[config.mk]
export PLATFORM = sky130hd
export DESIGN_NAME = uart_tx_arbiter
export DESIGN_NICKNAME = d
export VERILOG_FILES = /design/src/rtl/uart_tx_arbiter.sv
export SDC_FILE = /design/constraint.sdc
export NUM_CORES = 1
export LEC_CHECK = 0
export ABC_CLOCK_PERIOD_IN_PS = 1900
export CAP_MARGIN = 20
export CORE_MARGIN = 2
export CORE_UTILIZATION = 38
export DETAILED_ROUTE_END_ITERATION = 6
export GPL_ROUTABILITY_DRIVEN = 0
export PLACE_DENSITY_LB_ADDON = 0.08
export SETUP_SLACK_MARGIN = 0.02
export SYNTH_ARGS = -nofsm -noshare
export SYNTH_HDL_FRONTEND = slang
export SYNTH_SLANG_ARGS = --single-unit
[constraint.sdc]
create_clock -name clk -period 1.9 [get_ports clk]
set_input_delay 0.19 -clock clk [delete_from_list [all_inputs] [get_ports clk]]
set_output_delay 0.19 -clock clk [all_outputs]
set_load 0.005 [all_outputs]
[src/rtl/uart_tx_arbiter.sv]
// Round-robin arbiter that lets N_REQ byte sources share one fixed-frame UART transmitter.
// It grants one byte at a time, pulses tx_start, then follows tx_busy to frame end or to a start timeout.
module uart_tx_arbiter #(
  parameter int N_REQ         = 2,
  parameter int DATA_W        = 8,
  parameter int START_TIMEOUT = 16,
  localparam int ID_W         = (N_REQ > 1) ? $clog2(N_REQ) : 1
) (
  input  logic                    clk,
  input  logic                    rst,
  input  logic [N_REQ-1:0]        req_valid,
  input  logic [N_REQ*DATA_W-1:0] req_data,
  output logic [N_REQ-1:0]        req_ready,
  output logic                    tx_start,
  output logic [DATA_W-1:0]       tx_data,
  input  logic                    tx_busy,
  output logic [ID_W-1:0]         grant_id,
  output logic                    done,
  output logic                    err
);

  localparam int                CNT_W     = $clog2(START_TIMEOUT) + 1;
  localparam logic [CNT_W-1:0]  CNT_LAST  = CNT_W'(START_TIMEOUT - 1);
  localparam logic [ID_W-1:0]   LAST_INIT = ID_W'(N_REQ - 1);

  typedef enum logic [1:0] {IDLE, START, WAIT_BUSY, WAIT_DONE} state_e;

  state_e            state_q, state_d;
  logic [DATA_W-1:0] tx_data_q, tx_data_d;
  logic [ID_W-1:0]   grant_id_q, grant_id_d;
  logic [ID_W-1:0]   last_grant_q, last_grant_d;
  logic [CNT_W-1:0]  cnt_q, cnt_d;

  logic              sel_valid;
  logic [ID_W-1:0]   sel_idx;
  logic [DATA_W-1:0] sel_data;
  int                sel_dist;
  int                cand_dist;
  logic              accept;

  // Winner is the valid requester closest to the slot just after the last grant, wrapping at N_REQ.
  always_comb begin
    sel_valid = 1'b0;
    sel_idx   = '0;
    sel_dist  = N_REQ;
    cand_dist = 0;
    for (int i = 0; i < N_REQ; i++) begin
      if (i > int'(last_grant_q)) cand_dist = i - int'(last_grant_q) - 1;
      else                        cand_dist = i + N_REQ - int'(last_grant_q) - 1;
      if (req_valid[i] && (cand_dist < sel_dist)) begin
        sel_valid = 1'b1;
        sel_idx   = ID_W'(i);
        sel_dist  = cand_dist;
      end
    end
  end

  always_comb begin
    sel_data = '0;
    for (int i = 0; i < N_REQ; i++) begin
      if (sel_idx == ID_W'(i)) sel_data = req_data[i*DATA_W +: DATA_W];
    end
  end

  // Reset gating keeps req_ready low while rst is held, even though the state already reads IDLE.
  assign accept = rst && (state_q == IDLE) && !tx_busy && sel_valid;

  always_ff @(posedge clk or negedge rst) begin
    if (!rst) begin
      state_q      <= IDLE;
      tx_data_q    <= '0;
      grant_id_q   <= '0;
      last_grant_q <= LAST_INIT;
      cnt_q        <= '0;
    end else begin
      state_q      <= state_d;
      tx_data_q    <= tx_data_d;
      grant_id_q   <= grant_id_d;
      last_grant_q <= last_grant_d;
      cnt_q        <= cnt_d;
    end
  end

  always_comb begin
    state_d      = state_q;
    tx_data_d    = tx_data_q;
    grant_id_d   = grant_id_q;
    last_grant_d = last_grant_q;
    cnt_d        = cnt_q;
    unique case (state_q)
      IDLE: begin
        if (accept) begin
          tx_data_d    = sel_data;
          grant_id_d   = sel_idx;
          last_grant_d = sel_idx;
          state_d      = START;
        end
      end
      START: begin
        cnt_d   = '0;
        state_d = WAIT_BUSY;
      end
      WAIT_BUSY: begin
        if (tx_busy)                 state_d = WAIT_DONE;
        else if (cnt_q == CNT_LAST)  state_d = IDLE;
        else if (cnt_q != '1)        cnt_d   = cnt_q + CNT_W'(1);
      end
      WAIT_DONE: begin
        if (!tx_busy) state_d = IDLE;
      end
      default: state_d = IDLE;
    endcase
  end

  always_comb begin
    req_ready = accept ? (N_REQ'(1) << sel_idx) : '0;
    tx_start  = (state_q == START);
    done      = (state_q == WAIT_DONE) && !tx_busy;
    err       = (state_q == WAIT_BUSY) && !tx_busy && (cnt_q == CNT_LAST);
  end

  assign tx_data  = tx_data_q;
  assign grant_id = grant_id_q;

endmodule

==> results by stage <==
Yosys:
- The cell count after synthesis came out at 85.
- The count of synthesis-stage warnings from yosys is 0.
- By count the netlist is led by sky130_fd_sc_hd__dfrtp_1, sky130_fd_sc_hd__a2bb2oi_1, sky130_fd_sc_hd__o32ai_1, sky130_fd_sc_hd__nand2_1.
- The portion of synthesized area spent on multiplexers is under 10%.
- The portion of synthesized cell area occupied by the leading cell type is ~44%.
- The fraction of synthesized cell area in xor and xnor cells is 0%.
- The area share of fa/ha/maj cells after synthesis is 4.161%.
- The mapped netlist covers 902.1 um^2.
- Counting every net in the synthesized netlist gives roughly 110.
- The prevailing post-synth register cell is sky130_fd_sc_hd__dfrtp_1.
- The compound-gate portion of the synthesized area is 21.78%.
- The share of synthesized area occupied by flip-flops and latches is between 40% and 50%.
- Of all cell types, the one taking the most synthesized area is sky130_fd_sc_hd__dfrtp_1.
- In this run, synthesis produced a sequential element count of 17.
- Among all cell types in the netlist, the one instantiated most often is sky130_fd_sc_hd__dfrtp_1.
- By area the synthesized netlist is led by sky130_fd_sc_hd__dfrtp_1, sky130_fd_sc_hd__a2bb2oi_1, sky130_fd_sc_hd__o32ai_1.
- By area, the combinational part of the netlist is dominated by compound AO/OA/AOI/OAI gates.
- The number of different library cells used by synthesis comes to 33.
- The async set-or-reset flop fraction in the synthesized netlist is 100.0%.
- The average instance area after synthesis is 10.61 um^2.
- Counting flops with a built-in enable in the synthesized netlist gives 0.
- The simple-gate area share of the yosys netlist is 19.14%.

Routing:
- The top metal layer carrying routed signals is met4.
- The wire length on met1 is around 1100 um.
- Detailed routing placed a total of ~1100 um of wire on met2.
- For this run, design rule violations remaining after detail routing come to 0.
- The detailed router finished its first iteration with 11 violations.
- The ratio of routed vias to standard cells is roughly 5.3.
- The routed wire length on met3 is 133 um.
- Summing over every cut layer, the via total after detailed routing is around 870.
- Before antenna repair, the detailed router went through 4 iterations.
- Dividing the detail-routed wire length by the instance count gives approximately 15 um.
- In this run the remaining antenna-violating nets after routing total 0.
- For this block, the routed nets add up to 2371 um of wire.

Timing:
- The post-layout worst setup margin is -0.1839 ns.
- The number of setup violations in the final report is 1.
- The transition time at the pin with the least slew margin is ~0.34 ns.
- The clock period minus final worst setup slack is between 2 and 2.5 ns.
- Dividing the final minimum period by the clock period gives 109.7%.
- Setup repair after global routing could not meet its margin everywhere.
- The number of hold-slack violations in the final timing report is 0.
- The total count of max-transition violations in the final report came to 0.
- The highest clock rate is approximately 480 MHz.
- Clock skew on the completed layout was measured at between 0.002 and 0.0025 ns.
- The accumulated negative setup slack is -0.1839 ns.
- In this run the tightest slew margin relative to its limit is approximately 78%.

Global routing:
- The via count of the first global-routing pass is 835.
- The number of antenna violations at the first check in global routing came to 0.
- The total congestion overflow after global routing is 0.
- The pin count of the biggest net entering global routing is 18.
- Global routing consumed, over all layers together, about a fifth of the routing resources.
- The global-route wire length before repair is approximately 3800 um.

Job:
- The max capacitance violation total is 0.

CTS:
- The clock transition at the registers of the reported paths is 0.10 ns.
- The later pin in the worst-skew pair is clocked with a latency of approximately 0.30 ns.
- Counting every sink on the clock net gives 17.
- The tree is rooted in a sky130_fd_sc_hd__clkbuf_4.
- The number of clock buffers added by TritonCTS is 3.
- TritonCTS built the clock tree.
- The count of hold-fix buffers inserted at cts is 0.
- CTS built an H-tree with a depth of 1.
- The largest buffer count on any clock path is 2.

Floorplanning:
- The overall die height is about 53 um.
- The die outline width is ~53 um.
- In this run the core area contains 17 standard-cell rows.
- The core box area is about 2200 um^2.
- 35 I/O pins were placed.
- For this configuration, the core starts out at a cell density of about two fifths.
- The die outline area is roughly 2800 um^2.

Place:
- The worst slack after detailed placement is -0.1565 ns.
- Detailed placement ended at an HPWL of between 1500 and 2000 um.
- The number of buffers inserted by port buffering is 34.

Setup path:
- The highest net fanout along the worst path is 2.
- The number of cells on the worst reg-to-reg path is 6.
- The slack of the worst reg-to-reg path is -0.18 ns.
- Data on the critical path is required at its endpoint by roughly 2.1 ns.
- The arrival time at the worst endpoint is 2.32 ns.
- The critical path is of the flip-flop to flip-flop type.
- The critical path capture point type is a flip-flop.
- In this run the critical register-to-register path is captured at cnt_q[2].
- The worst setup path is launched from a flip-flop.
- In this run the critical register-to-register path is launched from cnt_q[0].

Power:
- VDD sags by at most about 0.83 mV.
- The reported leakage power is between 0.6 and 0.7 nW.
- The power density over the cells is around 1100 nW/um^2.

Finish:
- In the final layout, the share of cells above drive strength 1 is a little over a quarter.
- Compared with the post-synthesis result, the final layout area differs by 66.44%.
- The layout net count is between 150 and 200.
- The number of antenna diodes in the final layout is 0.
- Fill cells in the final layout number 178.

Hold path:
- The path class of the tightest hold or removal check is input port to asynchronous set/reset pin.

Run status:
- The final reports fail on negative setup slack.
- The run finished, with violations left.
==> worst max-delay path: stages, from the launching register on <==
cell                      delay [ns]
sky130_fd_sc_hd__dfrtp_1        0.40
sky130_fd_sc_hd__ha_2           0.20
sky130_fd_sc_hd__and3_4         0.20
sky130_fd_sc_hd__ha_4           0.16
sky130_fd_sc_hd__or4b_4         0.51
sky130_fd_sc_hd__or4b_1         0.47
sky130_fd_sc_hd__nand3_1        0.09
==> layout by cell type (no fill, tap or decap), types with 2 or more instances in the layout <==
master	n
sky130_fd_sc_hd__a21oi_1	2
sky130_fd_sc_hd__a2bb2oi_1	8
sky130_fd_sc_hd__buf_4	17
sky130_fd_sc_hd__clkbuf_4	3
sky130_fd_sc_hd__clkdlybuf4s50_1	31
sky130_fd_sc_hd__dfrtp_1	16
sky130_fd_sc_hd__dlygate4sd2_1	2
sky130_fd_sc_hd__ha_4	2
sky130_fd_sc_hd__inv_1	3
sky130_fd_sc_hd__mux2i_1	3
sky130_fd_sc_hd__nand2_1	5
sky130_fd_sc_hd__nand3_1	2
sky130_fd_sc_hd__nor2_1	4
sky130_fd_sc_hd__nor2b_1	2
sky130_fd_sc_hd__nor4b_4	2
sky130_fd_sc_hd__o21ai_0	2
sky130_fd_sc_hd__o32ai_1	8
==> through the flow <==
stage / power, mW / utilization (%) / hold WS, ns / cells / cell area, um^2
2_1_floorplan: 0.9869 / - / -0.1056 / 85 / 912.1
3_3_place_gp: 1.396 / 61.62 / 0.4777 / 156 / 1376
3_5_place_dp: 1.418 / 61.62 / 0.4994 / 156 / 1376
4_1_cts: 1.669 / 65.71 / 0.2769 / 163 / 1468
5_1_grt: 1.834 / 67.23 / 0.3054 / 163 / 1501
6_report: 1.700 / 67.23 / 0.2744 / 163 / 1501
==> sequential cells by signal, indices dropped and copies added, names as in the netlist <==
register / flops
cnt_q: 5
tx_data: 8
last_grant_q: 1
grant_id: 1
state_q: 2
==> metal layers <==
metal,track usage [%],vias to the layer above
met5,0,-
met4,10.26,0
met3,3.714,5
met2,31.46,26
met1,23.55,414
li1,-,423
==> final cells by class <==
type / instances / area, um^2 / share of cell area (%)
timing repair buffer: 52 / 471.7 / 31.42
tap: 28 / 35.03 / 2.333
clock buffer: 3 / 22.52 / 1.500
sequential: 17 / 426.7 / 28.42
inverter: 4 / 15.01 / 1.000
clock inverter: 1 / 5.005 / 0.3333
multi-input combinational: 58 / 525.5 / 35.00
==> logic make-up (layout without fill, tap and decap cells) <==
family	count (synthesis)	count (layout)
AO/OA/AOI/OAI	25	25
adder cells (fa/ha/maj)	3	3
buffers and inverters	10	60
flip-flops	17	17
multiplexers	3	3
AND/OR/NAND/NOR	27	27
==> repair_timing <==
item                                    CTS  global route
buffers inserted                          3             0
pin swaps                                 1             2
endpoints found under the setup margin    8             8
gates resized for setup                  14             6
==> how the worst max path moves through the flow <==
stage	from	end	slack, ns	cells past startpoint
floorplan	cnt_q[0]	cnt_q[2]	-0.12	6
global placement	cnt_q[1]	cnt_q[2]	-0.12	6
detailed placement	cnt_q[1]	cnt_q[2]	-0.16	6
CTS	cnt_q[0]	cnt_q[2]	-0.16	6
global route	cnt_q[0]	cnt_q[2]	-0.26	6
finish	cnt_q[0]	cnt_q[2]	-0.18	6
==> power by group <==
group	internal [mW]	total, mW	switching [mW]
Clock	0.0785	0.199	0.120
Sequential	0.528	0.627	0.0993
Combinational	0.536	0.874	0.338
No activity file was read; power rests on OpenSTA's default activity.
